[src/rtl/mips_mem_pkg.sv]
// Shared memory-refill types and helpers for the MIPS cache refill path.
// The instruction and data caches use the same line geometry.
package mips_mem_pkg;
  localparam int ADDR_W   = 32;
  localparam int LINE_W   = 128;
  localparam int LINE_OFF = 4;

  typedef enum logic [2:0] {
    IDLE,
    DC_WB,
    DC_FILL,
    IC_FILL,
    DONE
  } refill_state_t;

  function automatic logic [ADDR_W-1:0] line_align(input logic [ADDR_W-1:0] addr);
    return {addr[ADDR_W-1:LINE_OFF], {LINE_OFF{1'b0}}};
  endfunction
endpackage

[src/rtl/mem_refill_arbiter_if.sv]
// Bundle of cache-miss, main-memory and status signals around the refill arbiter.
// The master modport is the arbiter; the slave modport is the caches plus memory.
interface mem_refill_arbiter_if
  import mips_mem_pkg::*;
#(
  parameter int CNT_W = 16
);
  logic              i_ic_miss;
  logic [ADDR_W-1:0] i_ic_addr;
  logic [LINE_W-1:0] o_ic_data;
  logic              o_ic_done;

  logic              i_dc_miss;
  logic [ADDR_W-1:0] i_dc_addr;
  logic              i_dc_dirty;
  logic [ADDR_W-1:0] i_dc_wb_addr;
  logic [LINE_W-1:0] i_dc_wb_data;
  logic [LINE_W-1:0] o_dc_data;
  logic              o_dc_done;

  logic              o_mem_req;
  logic              o_mem_we;
  logic [ADDR_W-1:0] o_mem_addr;
  logic [LINE_W-1:0] o_mem_wdata;
  logic              i_mem_ack;
  logic [LINE_W-1:0] i_mem_rdata;

  logic              o_stall;
  logic [CNT_W-1:0]  o_ic_miss_cnt;
  logic [CNT_W-1:0]  o_dc_miss_cnt;

  modport master (
    input  i_ic_miss, i_ic_addr,
    output o_ic_data, o_ic_done,
    input  i_dc_miss, i_dc_addr, i_dc_dirty, i_dc_wb_addr, i_dc_wb_data,
    output o_dc_data, o_dc_done,
    output o_mem_req, o_mem_we, o_mem_addr, o_mem_wdata,
    input  i_mem_ack, i_mem_rdata,
    output o_stall, o_ic_miss_cnt, o_dc_miss_cnt
  );

  modport slave (
    output i_ic_miss, i_ic_addr,
    input  o_ic_data, o_ic_done,
    output i_dc_miss, i_dc_addr, i_dc_dirty, i_dc_wb_addr, i_dc_wb_data,
    input  o_dc_data, o_dc_done,
    input  o_mem_req, o_mem_we, o_mem_addr, o_mem_wdata,
    output i_mem_ack, i_mem_rdata,
    input  o_stall, o_ic_miss_cnt, o_dc_miss_cnt
  );
endinterface

[src/rtl/rr_arb2.sv]
// Two-requester round-robin arbiter; on a tie the side not granted last wins.
// The last-grant flag moves only when the caller accepts a grant via i_advance.
module rr_arb2 (
  input  logic       clk,
  input  logic       rst,
  input  logic [1:0] i_req,
  input  logic       i_advance,
  output logic [1:0] o_gnt
);
  logic r_last;

  always_comb begin
    o_gnt = 2'b00;
    case (i_req)
      2'b01:   o_gnt = 2'b01;
      2'b10:   o_gnt = 2'b10;
      2'b11:   o_gnt = r_last ? 2'b01 : 2'b10;
      default: o_gnt = 2'b00;
    endcase
  end

  always_ff @(posedge clk) begin
    if (rst) begin
      r_last <= 1'b0;
    end else if (i_advance && (|o_gnt)) begin
      r_last <= o_gnt[1];
    end
  end
endmodule

[src/rtl/mem_refill_arbiter.sv]
// Shares the single main-memory line port between icache and dcache refills,
// sequencing dirty write-back before the data refill and freezing the pipeline.
module mem_refill_arbiter
  import mips_mem_pkg::*;
#(
  parameter int CNT_W = 16
) (
  input  logic                 clk,
  input  logic                 rstn,
  mem_refill_arbiter_if.master bus
);
  refill_state_t r_state, w_next;

  logic [1:0]        w_req;
  logic [1:0]        w_gnt;
  logic              w_adv;
  logic              w_ack;

  logic              r_mem_req;
  logic              r_mem_we;
  logic [ADDR_W-1:0] r_mem_addr;
  logic [LINE_W-1:0] r_mem_wdata;
  logic              r_ic_done;
  logic              r_dc_done;
  logic [LINE_W-1:0] r_ic_data;
  logic [LINE_W-1:0] r_dc_data;
  logic [CNT_W-1:0]  r_ic_cnt;
  logic [CNT_W-1:0]  r_dc_cnt;

  function automatic logic [CNT_W-1:0] sat_inc(input logic [CNT_W-1:0] v);
    return (&v) ? v : v + {{(CNT_W-1){1'b0}}, 1'b1};
  endfunction

  assign w_req = {bus.i_dc_miss, bus.i_ic_miss};
  assign w_ack = bus.i_mem_ack & r_mem_req;

  rr_arb2 u_arb (
    .clk       (clk),
    .rst       (rstn),
    .i_req     (w_req),
    .i_advance (w_adv),
    .o_gnt     (w_gnt)
  );

  always_ff @(posedge clk) begin
    if (rstn) r_state <= IDLE;
    else      r_state <= w_next;
  end

  always_comb begin
    w_next = r_state;
    w_adv  = 1'b0;
    case (r_state)
      IDLE: begin
        if (w_gnt[1]) begin
          w_adv  = 1'b1;
          w_next = bus.i_dc_dirty ? DC_WB : DC_FILL;
        end else if (w_gnt[0]) begin
          w_adv  = 1'b1;
          w_next = IC_FILL;
        end
      end
      DC_WB:            if (w_ack) w_next = DC_FILL;
      DC_FILL, IC_FILL: if (w_ack) w_next = DONE;
      DONE:             w_next = IDLE;
      default:          w_next = IDLE;
    endcase
  end

  // Request fields are loaded on state entry so memory sees them stable while req=1.
  always_ff @(posedge clk) begin
    if (rstn) begin
      r_mem_req   <= 1'b0;
      r_mem_we    <= 1'b0;
      r_mem_addr  <= '0;
      r_mem_wdata <= '0;
      r_ic_done   <= 1'b0;
      r_dc_done   <= 1'b0;
      r_ic_data   <= '0;
      r_dc_data   <= '0;
    end else begin
      r_ic_done <= 1'b0;
      r_dc_done <= 1'b0;
      case (r_state)
        IDLE: begin
          if (w_next == DC_WB) begin
            r_mem_req   <= 1'b1;
            r_mem_we    <= 1'b1;
            r_mem_addr  <= line_align(bus.i_dc_wb_addr);
            r_mem_wdata <= bus.i_dc_wb_data;
          end else if (w_next == DC_FILL) begin
            r_mem_req  <= 1'b1;
            r_mem_we   <= 1'b0;
            r_mem_addr <= line_align(bus.i_dc_addr);
          end else if (w_next == IC_FILL) begin
            r_mem_req  <= 1'b1;
            r_mem_we   <= 1'b0;
            r_mem_addr <= line_align(bus.i_ic_addr);
          end
        end
        DC_WB: begin
          if (w_ack) begin
            r_mem_we   <= 1'b0;
            r_mem_addr <= line_align(bus.i_dc_addr);
          end
        end
        DC_FILL: begin
          if (w_ack) begin
            r_mem_req <= 1'b0;
            r_dc_data <= bus.i_mem_rdata;
            r_dc_done <= 1'b1;
          end
        end
        IC_FILL: begin
          if (w_ack) begin
            r_mem_req <= 1'b0;
            r_ic_data <= bus.i_mem_rdata;
            r_ic_done <= 1'b1;
          end
        end
        default: ;
      endcase
    end
  end

  always_ff @(posedge clk) begin
    if (rstn) begin
      r_ic_cnt <= '0;
      r_dc_cnt <= '0;
    end else if (w_adv) begin
      if (w_gnt[1]) r_dc_cnt <= sat_inc(r_dc_cnt);
      else          r_ic_cnt <= sat_inc(r_ic_cnt);
    end
  end

  assign bus.o_mem_req     = r_mem_req;
  assign bus.o_mem_we      = r_mem_we;
  assign bus.o_mem_addr    = r_mem_addr;
  assign bus.o_mem_wdata   = r_mem_wdata;
  assign bus.o_ic_done     = r_ic_done;
  assign bus.o_dc_done     = r_dc_done;
  assign bus.o_ic_data     = r_ic_data;
  assign bus.o_dc_data     = r_dc_data;
  assign bus.o_ic_miss_cnt = r_ic_cnt;
  assign bus.o_dc_miss_cnt = r_dc_cnt;
  assign bus.o_stall       = bus.i_ic_miss | bus.i_dc_miss | (r_state != IDLE);
endmodule
[src/flat_wrapper.sv]
// flat-port wrapper written by rule: the top's interface ports become plain ports
module mem_refill_arbiter_flat import mips_mem_pkg::*;
#(
  parameter int CNT_W = 16
)
  (clk, rstn, bus_i_ic_miss, bus_i_ic_addr, bus_o_ic_data, bus_o_ic_done, bus_i_dc_miss, bus_i_dc_addr, bus_i_dc_dirty, bus_i_dc_wb_addr, bus_i_dc_wb_data, bus_o_dc_data, bus_o_dc_done, bus_o_mem_req, bus_o_mem_we, bus_o_mem_addr, bus_o_mem_wdata, bus_i_mem_ack, bus_i_mem_rdata, bus_o_stall, bus_o_ic_miss_cnt, bus_o_dc_miss_cnt);
  mem_refill_arbiter_if #(.CNT_W(CNT_W)) bus_i ();
  input  logic clk;
  input  logic rstn;
  input wire logic [$bits(bus_i.i_ic_miss)-1:0] bus_i_ic_miss;
  input wire logic [$bits(bus_i.i_ic_addr)-1:0] bus_i_ic_addr;
  output wire logic [$bits(bus_i.o_ic_data)-1:0] bus_o_ic_data;
  output wire logic [$bits(bus_i.o_ic_done)-1:0] bus_o_ic_done;
  input wire logic [$bits(bus_i.i_dc_miss)-1:0] bus_i_dc_miss;
  input wire logic [$bits(bus_i.i_dc_addr)-1:0] bus_i_dc_addr;
  input wire logic [$bits(bus_i.i_dc_dirty)-1:0] bus_i_dc_dirty;
  input wire logic [$bits(bus_i.i_dc_wb_addr)-1:0] bus_i_dc_wb_addr;
  input wire logic [$bits(bus_i.i_dc_wb_data)-1:0] bus_i_dc_wb_data;
  output wire logic [$bits(bus_i.o_dc_data)-1:0] bus_o_dc_data;
  output wire logic [$bits(bus_i.o_dc_done)-1:0] bus_o_dc_done;
  output wire logic [$bits(bus_i.o_mem_req)-1:0] bus_o_mem_req;
  output wire logic [$bits(bus_i.o_mem_we)-1:0] bus_o_mem_we;
  output wire logic [$bits(bus_i.o_mem_addr)-1:0] bus_o_mem_addr;
  output wire logic [$bits(bus_i.o_mem_wdata)-1:0] bus_o_mem_wdata;
  input wire logic [$bits(bus_i.i_mem_ack)-1:0] bus_i_mem_ack;
  input wire logic [$bits(bus_i.i_mem_rdata)-1:0] bus_i_mem_rdata;
  output wire logic [$bits(bus_i.o_stall)-1:0] bus_o_stall;
  output wire logic [$bits(bus_i.o_ic_miss_cnt)-1:0] bus_o_ic_miss_cnt;
  output wire logic [$bits(bus_i.o_dc_miss_cnt)-1:0] bus_o_dc_miss_cnt;
  assign bus_i.i_ic_miss = bus_i_ic_miss;
  assign bus_i.i_ic_addr = bus_i_ic_addr;
  assign bus_o_ic_data = bus_i.o_ic_data;
  assign bus_o_ic_done = bus_i.o_ic_done;
  assign bus_i.i_dc_miss = bus_i_dc_miss;
  assign bus_i.i_dc_addr = bus_i_dc_addr;
  assign bus_i.i_dc_dirty = bus_i_dc_dirty;
  assign bus_i.i_dc_wb_addr = bus_i_dc_wb_addr;
  assign bus_i.i_dc_wb_data = bus_i_dc_wb_data;
  assign bus_o_dc_data = bus_i.o_dc_data;
  assign bus_o_dc_done = bus_i.o_dc_done;
  assign bus_o_mem_req = bus_i.o_mem_req;
  assign bus_o_mem_we = bus_i.o_mem_we;
  assign bus_o_mem_addr = bus_i.o_mem_addr;
  assign bus_o_mem_wdata = bus_i.o_mem_wdata;
  assign bus_i.i_mem_ack = bus_i_mem_ack;
  assign bus_i.i_mem_rdata = bus_i_mem_rdata;
  assign bus_o_stall = bus_i.o_stall;
  assign bus_o_ic_miss_cnt = bus_i.o_ic_miss_cnt;
  assign bus_o_dc_miss_cnt = bus_i.o_dc_miss_cnt;
  mem_refill_arbiter #(.CNT_W(CNT_W)) u_core (.clk(clk), .rstn(rstn), .bus(bus_i));
endmodule
[config.mk]
export PLATFORM = sky130hd
export DESIGN_NAME = mem_refill_arbiter_flat
export DESIGN_NICKNAME = d
export VERILOG_FILES = /design/src/rtl/mips_mem_pkg.sv /design/src/rtl/mem_refill_arbiter_if.sv /design/src/rtl/rr_arb2.sv /design/src/rtl/mem_refill_arbiter.sv /design/src/flat_wrapper.sv
export SDC_FILE = /design/constraint.sdc
export NUM_CORES = 1
export LEC_CHECK = 0
export BUFFER_PORTS_ARGS = -buffer_cell sky130_fd_sc_hd__buf_2
export CAP_MARGIN = 40
export CORE_AREA = 2 2 315 317
export DETAILED_ROUTE_END_ITERATION = 10
export DIE_AREA = 0 0 317 319
export PLACE_DENSITY = 0.43
export SKIP_CTS_REPAIR_TIMING = 1
export SYNTH_ARGS = -nofsm -noshare
export SYNTH_HDL_FRONTEND = slang
export SYNTH_SLANG_ARGS = --single-unit
[constraint.sdc]
create_clock -name clk -period 2.4 [get_ports clk]
set_clock_uncertainty 0.05 [all_clocks]
set_input_delay 0.36 -clock clk [delete_from_list [all_inputs] [get_ports clk]]
set_output_delay 0.36 -clock clk [all_outputs]
set_load 0.01 [all_outputs]
==> metrics <==
status completed; CP Data Required Time ~2 ns; routability congestion estimate 0.824; Cell Area, Synth roughly 0.017 mm²; Crit Path Class reg -> out; FF-to-FF End u_core.bus.o_mem_addr[21]; IO Pins 811; TritonRoute pass-1 iters 5; die width 317 µm; RSZ-0062 raised after global routing false; Critical Path Source Type flip-flop; Die Y 319 µm; Design Power 20400 µW; # DRC 0; Vias/cell 4.10; slew margin rel. 59.6%; DIE AREA between 0.1 and 0.15 mm²; minimum hold slack around 0.017 ns; Worst-Margin Slew just over 0.6 ns; Yosys top cell by area dfxtp_1; CTS clk-pin slew, worst paths around 0.06 ns; Clock Latency Late Sink 0.62 ns; grt met1 use 16.9%; Routed Antenna Nets 0; commonest cells in the synthesized netlist nand2_1, dfxtp_1, a21oi_1, clkbuf_1, nand3_1; # rows 115; share of cells above drive strength 1 30.9%; DR vias 18606; Post-synth ARST share 0%; library cells used by synthesis 46; TNS Setup 0 ns; maximum capacitance violations 0; reg2reg start u_core.r_state[1]; crit share post-route ~92%; count leader, synth nand2_1; global-route wire length before repair 112 mm; hold path endpoint u_core.bus.o_mem_wdata[63]; EDFF count, synth 0; DP Worst Slack 0.166 ns; Mapped Cells 2117; initial antenna violation count 8; worst-case clock buffer depth 3; top cell type's share of synthesized area about 54%; GRT overflow 0; final setup vio count 0; most common flop cell mapped by yosys dfxtp_1; met3 usage 6.05%; Hold Path Class in -> reg; Max VDD drop 618 µV; port bufs about 790; reg2reg path depth 6; CTS buffer count 55; via count of the first global-routing pass 16943; Ys Warns 0; Yosys reg bits about 450; critical path endpoint category output port; Root Driver clkbuf_16; core area 0.0977 mm²; P&R area growth vs syn 65.2%; Tot GR Track Use 14.6%; htree depth 2; syn_area_per_cell 7.95 µm²; Worst Hold Launch bus_i_dc_wb_data[63]; top post-synthesis cells by area dfxtp_1, nand2_1, a21oi_1, clkbuf_1, a311oi_2; CTS sink cnt around 450; Routed WL per cell 17.6 µm; crit-path max FO 5; DRT iter0 DRCs 1006; drt total wl approximately 80 mm; largest net degree at the start of global routing 92; CTS tree built; final worst slack 0.187 ns; Fin. Hold Viols 0; fin util about 28%; Seq/Total Area, Yosys 53.7%; Slew Viols, Final 0; Worst R2R Setup Slack 0.22 ns; routing usage on met2 24.5%; Hold Crit Depth 3; Nets between 3000 and 4000; crit path DAT 1.80 ns; Leakage Power 0.0117 µW; Tmin final 2.21 ns; GRT busiest layer met2; fmax 452 MHz; Detailed Place HPWL about 58 mm; Initial Util ~17%; Power Dens Cells 735 mW/mm²
-- worst max-delay path by stage --
| stage | startpoint | endpoint | depth (start not counted) |
|---|---|---|---|
| 3_3_place_gp | bus_i_dc_miss | u_core.bus.o_mem_addr[9] | 8 |
| 4_1_cts | u_core.r_state[1] | bus_o_stall | 5 |
| 5_1_grt | u_core.r_state[1] | bus_o_stall | 5 |
| 6_report | u_core.r_state[1] | bus_o_stall | 5 |
| 2_1_floorplan | u_core.r_state[2] | u_core.bus.o_mem_addr[21] | 7 |
| 3_5_place_dp | bus_i_dc_miss | u_core.bus.o_mem_wdata[63] | 9 |
-- cells by family after synthesis --
kind of cell    synth area share, %
buf+inv                        4.23
compound gates                 16.9
fa+ha+maj                     0.149
xor+xnor                       1.25
flops                          53.7
other cells                  0.0223
simple gates                   23.6
mux                           0.119
-- routing by layer --
layer | up-vias | routed length [µm]
li1 | 9214 | -
met1 | 8636 | 33000
met2 | 644 | 37900
met3 | 104 | 7020
met4 | 8 | 1840
met5 | - | 42
-- state kept, by name, indices dropped and copies added (netlist names), 3 cells and up --
signal and flops:
u_core.r_state 3, u_core.bus.o_ic_miss_cnt 16, u_core.bus.o_dc_miss_cnt 16, u_core.bus.o_mem_wdata 128, u_core.bus.o_mem_addr 28, u_core.bus.o_dc_data 128
u_core.bus.o_ic_data 128
-- final cells by class --
cell class,instances,area [µm²]
Tap cell,1287,1610
Clock buffer,86,1660
Sequential cell,452,9050
Timing Repair Buffer,1188,8140
Fill cell,10693,69900
Antenna cell,4,10.0
Multi-Input combinational cell,1502,7140
Clock inverter,16,181
Inverter,2,7.51
-- metrics by stage --
step	std cells	instance area, µm²
2_1_floorplan	2120	16800
4_1_cts	4225	24700
3_5_place_dp	4123	22900
6_report	4537	27800
3_3_place_gp	4123	22900
5_1_grt	4536	27800
-- worst max-delay path: stages, from the launching register on --
cell	delay [ns]
dfxtp_1	0.34
buf_4	0.16
nor3_2	0.24
buf_4	0.19
nand2_1	0.08
buf_2	0.17
-- power by group --
part	internal [µW]	switching [µW]	leakage [µW]
Clock	4970	3540	0.000900
Combinational	1620	2150	0.00717
Sequential	7910	241	0.00366
Total	14500	5930	0.0117
-- cells in the final DEF, fill, tap and decap left out, drive strengths merged, types with 7 or more instances in the layout --
master,Yosys,final
a21oi,396,396
a221oi,28,28
a311oi,28,28
and3,9,9
buf,34,880
clkbuf,130,86
clkinv,0,10
dfxtp,452,452
dlygate4sd3,0,308
nand2,816,816
nand3,45,45
nand3b,28,28
nand4,8,8
nor2,39,39
nor3,10,10
o21ai,36,36
or3,7,7
xnor2,10,10
xor2,14,14
No activity file was read; power rests on OpenSTA's default activity.
